File: src/rtl/line_sync_scheduler.sv
// line_sync_scheduler
// Sequences reads from the network-receive pixel FIFO (first-word-fall-through)
// so that each displayed line only receives pixels tagged for that line.
// Before every active line it discards stale words, aligns on the matching
// y_count tag, then streams one pixel per display request. Underruns and
// missing lines are rendered black.
//
// FIFO word layout: [28:27] x_count, [26:16] y_count tag, [15:0] pixel.
//
// Ports:
//   i_clk_74M       pixel clock
//   i_rst           asynchronous active-high reset
//   i_vcnt/i_hcnt   timing generator counters
//   i_disp_req      display active window; one pixel consumed per high cycle
//   i_fifo_data     FIFO head word
//   i_fifo_empty    FIFO empty
//   o_fifo_rd       pop head word (combinational, never while empty)
//   o_data          delivered word, registered, zero when not a real pixel
//   o_valid         o_data holds a real FIFO pixel
//   o_locked        previous active line was delivered complete
//   o_drop_cnt      stale words discarded (saturating)
//   o_underrun_cnt  black pixels inserted while streaming (saturating)
module line_sync_scheduler #(
   parameter int VSTART = 24,
   parameter int VFIN   = 745,
   parameter int SEEK_H = 1300,
   parameter int LINE_W = 1200,
   parameter int TAG_W  = 11
) (
   input  logic        i_clk_74M,
   input  logic        i_rst,
   input  logic [11:0] i_vcnt,
   input  logic [11:0] i_hcnt,
   input  logic        i_disp_req,
   input  logic [28:0] i_fifo_data,
   input  logic        i_fifo_empty,
   output logic        o_fifo_rd,
   output logic [28:0] o_data,
   output logic        o_valid,
   output logic        o_locked,
   output logic [15:0] o_drop_cnt,
   output logic [15:0] o_underrun_cnt
);

   localparam int CW = $clog2(LINE_W + 1);

   typedef enum logic [2:0] {IDLE, SEEK, READY, SKIP, STREAM, BLANK} state_t;

   state_t           state;
   logic [TAG_W-1:0] expected;
   logic [TAG_W-1:0] tag;
   logic [TAG_W-1:0] diff;
   logic [CW-1:0]    pix_cnt;
   logic [CW-1:0]    good_cnt;
   logic [CW-1:0]    good_next;
   logic [11:0]      vnext;
   logic             req_d;
   logic             rise;
   logic             is_match;
   logic             is_stale;
   logic             head_ok;
   logic             stream_cyc;
   logic             blank_cyc;
   logic             seek_cyc;
   logic             last_pix;
   logic             seek_start;
   logic             drop_inc;
   logic             under_inc;

   // Modulo tag compare: a difference in the upper half of the tag space
   // means the head word belongs to a line that has already gone by.
   assign tag      = i_fifo_data[16 +: TAG_W];
   assign diff     = tag - expected;
   assign is_match = (diff == '0);
   assign is_stale = diff[TAG_W-1];
   assign head_ok  = ~i_fifo_empty & is_match;

   assign rise = i_disp_req & ~req_d;

   // The rising request cycle already consumes the first pixel, so a line
   // is counted from the cycle the state machine leaves SEEK/READY/SKIP/IDLE.
   assign stream_cyc = i_disp_req & ((state == STREAM) |
                                     (rise & ((state == SEEK) | (state == READY))));
   assign blank_cyc  = i_disp_req & ((state == BLANK) |
                                     (rise & ((state == SKIP) | (state == IDLE))));
   assign seek_cyc   = (state == SEEK) & ~stream_cyc;

   assign o_fifo_rd = ~i_fifo_empty & ((is_stale & (seek_cyc | stream_cyc)) |
                                       (is_match & stream_cyc));

   assign drop_inc  = o_fifo_rd & is_stale;
   assign under_inc = stream_cyc & (i_fifo_empty | (~is_match & ~is_stale));

   assign last_pix   = (pix_cnt == CW'(LINE_W - 1));
   assign good_next  = good_cnt + CW'(head_ok);
   assign vnext      = i_vcnt + 12'd1 - 12'(VSTART);
   assign seek_start = (i_hcnt == 12'(SEEK_H)) &&
                       (i_vcnt >= 12'(VSTART - 1)) && (i_vcnt <= 12'(VFIN - 2));

   always_ff @(posedge i_clk_74M or posedge i_rst) begin
      if (i_rst) begin
         state          <= IDLE;
         req_d          <= 1'b0;
         expected       <= '0;
         pix_cnt        <= '0;
         good_cnt       <= '0;
         o_data         <= '0;
         o_valid        <= 1'b0;
         o_locked       <= 1'b0;
         o_drop_cnt     <= '0;
         o_underrun_cnt <= '0;
      end else begin
         req_d   <= i_disp_req;
         o_data  <= '0;
         o_valid <= 1'b0;

         if (drop_inc && (o_drop_cnt != 16'hFFFF))
            o_drop_cnt <= o_drop_cnt + 16'd1;
         if (under_inc && (o_underrun_cnt != 16'hFFFF))
            o_underrun_cnt <= o_underrun_cnt + 16'd1;

         if (stream_cyc) begin
            if (head_ok) begin
               o_data   <= i_fifo_data;
               o_valid  <= 1'b1;
               good_cnt <= good_next;
            end
            if (last_pix) begin
               state    <= IDLE;
               pix_cnt  <= '0;
               o_locked <= (good_next == CW'(LINE_W));
            end else begin
               state   <= STREAM;
               pix_cnt <= pix_cnt + CW'(1);
            end
         end else if (blank_cyc) begin
            if (last_pix) begin
               state    <= IDLE;
               pix_cnt  <= '0;
               o_locked <= 1'b0;
            end else begin
               state   <= BLANK;
               pix_cnt <= pix_cnt + CW'(1);
            end
         end else begin
            case (state)
               IDLE: begin
                  if (seek_start) begin
                     state    <= SEEK;
                     expected <= vnext[TAG_W-1:0];
                     pix_cnt  <= '0;
                     good_cnt <= '0;
                  end
               end
               SEEK: begin
                  // Stale heads are popped by o_fifo_rd; stop on the first
                  // head that is current or from a future line.
                  if (!i_fifo_empty && !is_stale)
                     state <= is_match ? READY : SKIP;
               end
               // Request fell before LINE_W pixels: the line is incomplete.
               STREAM, BLANK: begin
                  state    <= IDLE;
                  pix_cnt  <= '0;
                  o_locked <= 1'b0;
               end
               default: ;
            endcase
         end
      end
   end

endmodule
File: config.mk
export PLATFORM = sky130hd
export DESIGN_NAME = line_sync_scheduler
export DESIGN_NICKNAME = d
export VERILOG_FILES = /design/src/rtl/line_sync_scheduler.sv
export SDC_FILE = /design/constraint.sdc
export NUM_CORES = 1
export LEC_CHECK = 0
export ABC_AREA = 1
export CORE_ASPECT_RATIO = 1.2
export CORE_UTILIZATION = 45
export CTS_CLUSTER_SIZE = 28
export DETAILED_ROUTE_END_ITERATION = 8
export GPL_TIMING_DRIVEN = 0
export PLACE_DENSITY_LB_ADDON = 0.15
export SLEW_MARGIN = 20
export SYNTH_ARGS = -nofsm -noshare
export SYNTH_HDL_FRONTEND = slang
export SYNTH_SLANG_ARGS = --single-unit
export TNS_END_PERCENT = 20
File: constraint.sdc
create_clock -name i_clk_74M -period 7.5 [get_ports i_clk_74M]
set_input_delay 0.75 -clock i_clk_74M [delete_from_list [all_inputs] [get_ports i_clk_74M]]
set_output_delay 0.75 -clock i_clk_74M [all_outputs]
set_load 0.03 [all_outputs]
==> qor.csv, run 1 <==
stage,metric,value,unit
drt,wl_cell,12.2,µm
floorplanning,die_w,108,µm
yosys,asyncSetResetFlopFracSynth,100,%
timing,setup_viol,0,
yosys,count_of_mapped_cells_out_of_synthesis,849,
hold_path,worst_hold_startpoint,expected[2]$_DFFE_PP0P_,
drt,viasPerCell,4.90,
setup_path,critPathCaptureType,output port,
global_route,grt_first_pass_wirelength,24400,µm
final_layout,area_of_the_multi_input_gates,2980,µm²
setup_path,critical_path.cell_chain,"clkdlybuf4s50_1, ha_1, nand2_1, nor2_1, nand3_1, nand3_1, nand2_1, nand2_2, nand3_1, nor2_2, o21ai_4, buf_4, nor2_1, clkdlybuf4s50_1",
cts,root_buffer,sky130_fd_sc_hd__clkbuf_16,
pwr,p_int,1.06,mW
placed_design,routabilityCongestion,0.852,
pwr,combinationalPowerShare,28.2,%
setup_path,r2r-start,expected[5]$_DFFE_PP0P_,
final_layout,layout.filler_cells,1273,
final_layout,finish.net_count,1055,
yosys,post_synth_instance_area,6100,µm²
global_route,grt_pass1_vias,5448,
pwr,power_density,204,nW/µm²
pwr,leakagePower,3.86,nW
floorplanning,initial_utilization,46.1,%
setup_path,worst_ep_arrival_time,3.64,ns
yosys,number_of_synthesized_flops_with_an_enable_pin,0,
setup_path,timing.critical_path.required,6.75,ns
cts,htree_levels,3,
setup_path,critical-path-top-cell-by-count,sky130_fd_sc_hd__nand3_1,
global_route,antenna_found_initial,0,
outcome,status,"complete, no violations",
final_layout,n_antenna_cell,0,
yosys,synth.yosys.seq_area_share,41.0,%
yosys,syn_avg_cell_area,7.19,µm²
setup_path,rr_worst_depth,24,
setup_path,crit_type,input port to output port,
yosys,ys_top_cells_by_area,"sky130_fd_sc_hd__dfrtp_1 41%, sky130_fd_sc_hd__nand2_1 13%, sky130_fd_sc_hd__inv_1 8.7%",
cts,worstSkewPairLatency,0.35,ns
floorplanning,floorplan.die_area,14000,µm²
final_layout,post_route_cells_drive_above_1_share,4.87,%
placed_design,hpwlAfterDp,10600,µm
yosys,ys_top_cells_by_count,"214 x sky130_fd_sc_hd__nand2_1, 141 x sky130_fd_sc_hd__inv_1, 102 x sky130_fd_sc_hd__nor2_1, 100 x sky130_fd_sc_hd__dfrtp_1, 81 x sky130_fd_sc_hd__nand3_1",
final_layout,final-seq-area,2500,µm²
hold_path,hold_class,register to register,
setup_path,slowest_delay,0.67,ns
floorplanning,fp.dieH,130,µm
drt,first_iter_violations,322,
timing,totalNegativeSetupSlack,0,ns
yosys,synth_top_area_share,41.0,%
timing,post-route-min-period,4.39,ns
global_route,pin_count_of_the_biggest_net_entering_global_routing,79,
timing,maximum_frequency_from_static_timing_analysis,0.228,GHz
timing,fin_skew,0.0147,ns
timing,hold_viol,0,
timing,timing.max_slew.rel_slack,65.9,%
setup_path,critical_path.slowest_cell,sky130_fd_sc_hd__clkdlybuf4s50_1,
cts,postCtsHoldBufs,0,
floorplanning,design.core.area,13200,µm²
global_route,global_route.overflow_total,0,
drt,dr.pass1.iters,4,
drt,drcViolationCount,0,
setup_path,setup.worst_path.start_class,input port,
timing,tightest_slew,0.506,ns
pwr,share_clk_of_total_power,32.2,%
yosys,synthesis.yosys.warnings,0,
pwr,power.sequential.fraction,39.5,%
floorplanning,rows,46,
pwr,total_power,1.61,mW
pwr,switching_share,33.9,%
cts,tritoncts_num_sinks,100,
yosys,synthesized_flop_and_latch_total,100,
setup_path,rrSetupSlack,4.13,ns
final_layout,layout-area-overhead-vs-synth,29.2,%
placed_design,port_buffers,120,
floorplanning,top_ports,121,
drt,postRouteWirelength,14100,µm
drt,ant_nets,0,
timing,hold_ws,0.496,ns
pwr,power.net_switching,0.543,mW
drt,route.vias.total,5656,
timing,maxSlewViolCount,0,
yosys,synth_largest_area_cell,sky130_fd_sc_hd__dfrtp_1,
yosys,syn-num-nets,923,
pwr,worst_ir_drop_vdd,155,µV
yosys,most_frequently_used_cell_type_in_the_post_synthesis_netlist,sky130_fd_sc_hd__nand2_1,
setup_path,path_max_fanout,10,
timing,grt_setup_unrepaired,false,
timing,final_min_period_over_clock_period,58.6,%
cts,cts-buffers-inserted,9,
placed_design,dpl_cell_area,7550,µm²
cts,cts_clk_pin_slew_worst_paths,0.06,ns
yosys,synthFlopType,sky130_fd_sc_hd__dfrtp_1,
cts,post_cts.resized_instances,0,
cts,cts_post_setup_buffers_inserted,0,
job,timing.max_cap.violations,0,
cts,cts_tree,yes,
hold_path,worst_hold_path.num_cells,2,
global_route,gr-usage-all-layers,21.7,%
yosys,netlist-cell-type-count,35,
cts,cts.path.max_buffers,2,
final_layout,final_area,7880,µm²
setup_path,worstSetupStartpoint,i_fifo_data[21],
-- layer usage --
layer / part of all wire (%) / GRT usage [%] / vias up
li1: - / - / 2957
met1: 47 / 27.3 / 2572
met2: 48 / 38.0 / 112
met3: 3.2 / 2.31 / 15
met4: 1.5 / 8.27 / 0
met5: 0 / 0 / -
-- power groups by stage --
stage / clock network, mW / registers (mW) / logic (mW)
detailed placement: 0 / 0.645 / 0.453
finish: 0.518 / 0.635 / 0.453
global placement: 0 / 0.644 / 0.444
global route: 0.552 / 0.643 / 0.511
floorplan: 0 / 0.693 / 0.239
CTS: 0.533 / 0.635 / 0.455
-- worst max-delay path: cells and delay by family --
kind	cells	cell delay, ns
buffers and inverters	3	1.30
and+or+nand+nor	9	1.07
adders and majority gates	1	0.39
AOI/OAI and AO/OA	1	0.13
-- final cells by class --
class                   instances  share of cell area (%)
plain buffers                  12                   0.857
clock buffers                  11                    3.21
clock inverters                 5                    1.05
inverters                     147                    7.10
multi-input cells             590                    37.8
flip-flops and latches        100                    31.8
well taps                     168                    2.67
repair buffers                121                    15.6
-- cells in the final DEF, fill, tap and decap left out, types with 17 or more instances in the layout --
master,n
sky130_fd_sc_hd__nand2_1,214
sky130_fd_sc_hd__inv_1,140
sky130_fd_sc_hd__clkdlybuf4s50_1,120
sky130_fd_sc_hd__nor2_1,102
sky130_fd_sc_hd__dfrtp_1,100
sky130_fd_sc_hd__nand3_1,81
sky130_fd_sc_hd__o21ai_0,35
sky130_fd_sc_hd__nor3_1,27
sky130_fd_sc_hd__xor2_1,27
sky130_fd_sc_hd__ha_1,17
-- cells by family (layout without fill, tap and decap cells) --
kind of cell | after synthesis | in the layout | synth area share [%]
buffers and inverters | 159 | 296 | 10.2
AOI/OAI and AO/OA | 64 | 64 | 6.21
adders and majority gates | 17 | 17 | 3.49
and+or+nand+nor | 467 | 467 | 33.1
DFF | 100 | 100 | 41.0
xor gates and xnor gates | 42 | 42 | 6.03
-- worst paths after layout --
path	endpoint
setup / recovery	o_fifo_rd
hold / removal	expected[2]$_DFFE_PP0P_
setup reg to reg	o_locked$_DFFE_PP0P_
hold reg to reg	expected[2]$_DFFE_PP0P_
max in group asynchronous	state[2]$_DFFE_PP0P_
min in group asynchronous	o_underrun_cnt[15]$_DFFE_PP0P_
-- metrics by stage --
| step | std cells | util [%] | worst slack, ns |
|---|---|---|---|
| final | 1154 | 59.5 | 3.11 |
| after global routing | 1154 | 59.5 | 2.81 |
| after CTS | 1154 | 59.5 | 3.09 |
| after detailed placement | 1138 | 57.0 | 3.10 |
| after global placement | 1137 | 56.8 | 2.54 |
| after floorplan | 849 | - | 4.13 |
-- flip-flops by register name, indices dropped and copies added (netlist names) --
signal and count:
good_cnt 11, o_locked 1, o_valid 1, pix_cnt 11, o_underrun_cnt 16, o_data 29
state 3, o_drop_cnt 16, req_d 1, expected 11
(Power assumes the default switching activity.)
==> run 2: changes to the inputs <==
==> constraint.sdc (replaced) <==
create_clock -name i_clk_74M -period 3.5 [get_ports i_clk_74M]
set_input_delay 0.35 -clock i_clk_74M [delete_from_list [all_inputs] [get_ports i_clk_74M]]
set_output_delay 0.35 -clock i_clk_74M [all_outputs]
set_load 0.03 [all_outputs]
==> qor.csv, run 2 (synthesis results as in run 1) <==
stage,metric,value,unit,change
floorplanning,initial_utilization,46.1,%,unchanged
pwr,power_density,431,nW/µm²,was 204 nW/µm²
drt,postRouteWirelength,14300,µm,was 14100 µm
setup_path,critical-path-top-cell-by-count,sky130_fd_sc_hd__nand2_1,,was sky130_fd_sc_hd__nand3_1
drt,wl_cell,12.4,µm,was 12.2 µm
final_layout,layout-area-overhead-vs-synth,31.4,%,was 29.2%
final_layout,post_layout_cell_count,1154,,unchanged
setup_path,worst_ep_arrival_time,3.53,ns,was 3.64 ns
global_route,grt_first_pass_wirelength,24400,µm,unchanged
placed_design,port_buffers,120,,unchanged
setup_path,reg2reg_capture_point,o_locked$_DFFE_PP0P_,,unchanged
final_layout,finish.net_count,1055,,unchanged
pwr,worst_ir_drop_vdd,332,µV,was 155 µV
timing,hold_viol,0,,unchanged
floorplanning,die_w,108,µm,unchanged
global_route,antenna_found_initial,0,,unchanged
global_route,global_route.overflow_total,0,,unchanged
drt,ant_nets,0,,unchanged
final_layout,regMostFlops,o_data,,unchanged
setup_path,path_max_fanout,5,,was 10
setup_path,worstSetupStartpoint,i_fifo_data[17],,was i_fifo_data[21]
final_layout,final_cell_mix,"211 x sky130_fd_sc_hd__nand2_1, 140 x sky130_fd_sc_hd__inv_1, 119 x sky130_fd_sc_hd__clkdlybuf4s50_1",,"was 214 x sky130_fd_sc_hd__nand2_1, 140 x sky130_fd_sc_hd__inv_1, 120 x sky130_fd_sc_hd__clkdlybuf4s50_1"
final_layout,layout_top_registers,"o_data: 29 flops, o_drop_cnt: 16 flops, o_underrun_cnt: 16 flops",,unchanged
setup_path,r2r-start,expected[1]$_DFFE_PP0P_,,was expected[5]$_DFFE_PP0P_
final_layout,most_common_cell_after_layout_fill_and_taps_aside,sky130_fd_sc_hd__nand2_1,,unchanged
timing,maxSlewViolCount,0,,unchanged
hold_path,hold_class,input port to async pin,,was register to register
timing,post-route-min-period,3.25,ns,
global_route,gr-usage-all-layers,21.7,%,unchanged
floorplanning,fp.dieH,130,µm,unchanged
timing,fin_skew,0.0141,ns,was 0.0147 ns
setup_path,rr_worst_depth,24,,unchanged
final_layout,fin_util,60.6,%,was 59.5%
drt,route.vias.total,5721,,was 5656
setup_path,timing.critical_path.required,3.78,ns,was 6.75 ns
timing,hold_ws,0.326,ns,was 0.496 ns
job,timing.max_cap.violations,0,,unchanged
cts,cts-buffers-inserted,9,,unchanged
placed_design,routabilityCongestion,0.852,,unchanged
global_route,grt_pass1_vias,5448,,unchanged
pwr,leakagePower,3.86,nW,about the same
placed_design,dpl_worst_slack,-0.250,ns,was 3.10 ns
global_route,pin_count_of_the_biggest_net_entering_global_routing,79,,unchanged
cts,cts_clk_pin_slew_worst_paths,0.07,ns,was 0.06 ns
final_layout,largest_register_ffs,29,,unchanged
drt,dr.pass1.iters,5,,was 4
final_layout,n_antenna_cell,0,,unchanged
floorplanning,design.core.area,13200,µm²,unchanged
setup_path,critical_path.cell_chain,"clkdlybuf4s50_1, ha_4, nand2_2, nand2_2, nand2_1, nand2_1, nor2_1, nand2_1, nor2_2, nand4_1, nor2_2, nand3_1, inv_1, ha_2, ha_2, xnor2_1, nand3_1, nor2_1, nand2_1, nor2_1, nand3_1, nor3_2, nand4_1, nand2_1",,"was clkdlybuf4s50_1, ha_1, nand2_1, nor2_1, nand3_1, nand3_1, nand2_1, nand2_2, nand3_1, nor2_2, o21ai_4, buf_4, nor2_1, clkdlybuf4s50_1"
timing,grt_setup_unrepaired,true,,was false
setup_path,critPathCaptureType,register,,was output port
drt,viasPerCell,4.96,,was 4.90
cts,worstSkewPairLatency,0.35,ns,about the same
timing,final_min_period_over_clock_period,92.9,%,
setup_path,crit_type,input port to register,,was input port to output port
timing,maximum_frequency_from_static_timing_analysis,0.308,GHz,
placed_design,hpwlAfterDp,10600,µm,unchanged
setup_path,critical_path.slowest_cell,sky130_fd_sc_hd__clkdlybuf4s50_1,,unchanged
timing,tightest_slew,0.507,ns,was 0.506 ns
timing,layout_setup_ws,0.250,ns,was 3.11 ns
placed_design,placed_cells_incl_taps,1138,,unchanged
final_layout,post_route_cells_drive_above_1_share,6.90,%,was 4.87%
timing,totalNegativeSetupSlack,0,ns,unchanged
drt,first_iter_violations,278,,was 322
floorplanning,rows,46,,unchanged
cts,htree_levels,3,,unchanged
drt,drcViolationCount,0,,unchanged
cts,cts_tree,yes,,unchanged
floorplanning,top_ports,121,,unchanged
setup_path,setup.worst_path.start_class,input port,,unchanged
timing,setup_viol,0,,unchanged
floorplanning,floorplan.die_area,14000,µm²,unchanged
cts,cts.path.max_buffers,2,,unchanged
cts,tritoncts_num_sinks,100,,unchanged
setup_path,slowest_delay,0.54,ns,was 0.67 ns
timing,timing.max_slew.rel_slack,65.9,%,about the same
setup_path,rrSetupSlack,0.35,ns,was 4.13 ns
outcome,status,"complete, no violations",,unchanged
cts,root_buffer,sky130_fd_sc_hd__clkbuf_16,,unchanged
-- run 2: how the worst max path moves through the flow --
stage,to,depth (start not counted)
CTS,o_locked$_DFFE_PP0P_,24
global route,o_locked$_DFFE_PP0P_,23
floorplan,expected[0]$_DFFE_PP0P_,1
detailed placement,o_locked$_DFFE_PP0P_,24
finish,o_locked$_DFFE_PP0P_,24
global placement,o_data[13]$_DFF_PP0_,2
-- run 2: layer usage --
layer / part of all wire [%] / wire length [µm] / global-route usage [%]
met1: 46 / 6660 / 27.3
met2: 49 / 6970 / 38.0
met3: 3.0 / 433 / 2.31
met4: 1.8 / 261 / 8.27
met5: 0 / 0 / 0
-- run 2: cell type report --
type                    count  area, µm²
repair buffers            121       1220
inverters                 147        559
flip-flops and latches    100       2500
clock buffers              11        253
clock inverters             5       82.6
multi-input cells         590       3120
fillers                  1250       5220
well taps                 168        210
plain buffers              12       67.6
-- run 2: what timing repair did --
| action | 4_1_cts | 5_1_grt |
|---|---|---|
| setup buffers | 0 | 0 |
| hold buffers | 0 | 0 |
| pin swaps | 0 | 2 |
| gates resized for setup | 1 | 24 |
| endpoints found under the setup margin | 1 | 4 |
-- run 2: critical path: cells and delay by family --
kind | cells | cell delay (ns)
xor+xnor | 1 | 0.13
fa+ha+maj | 3 | 0.65
buf+inv | 2 | 0.61
simple gates | 18 | 1.79
-- run 2: report_power, final --
part,internal (mW),leakage (nW),switching [mW],total (mW)
clock,0.669,0.166,0.443,1.11
sequential,1.25,1.35,0.110,1.36
combinational,0.364,2.34,0.619,0.983
total,2.28,3.86,1.17,3.46
-- run 2: through the flow --
stage | power, mW | instance area (µm²)
floorplan | 2.00 | 6100
global placement | 2.33 | 7510
finish | 3.46 | 8020
CTS | 3.48 | 7880
global route | 3.67 | 8020
detailed placement | 2.35 | 7550
==> run 3: changes to the inputs <==
--- a/config.mk
+++ b/config.mk
@@ -12,6 +12,7 @@
 export DETAILED_ROUTE_END_ITERATION = 8
 export GPL_TIMING_DRIVEN = 0
 export PLACE_DENSITY_LB_ADDON = 0.15
+export SETUP_SLACK_MARGIN = 0.02
 export SLEW_MARGIN = 20
 export SYNTH_ARGS = -nofsm -noshare
 export SYNTH_HDL_FRONTEND = slang
==> results of run 3 <==
The final DEF is identical to that of run 2; final timing and power are the same.
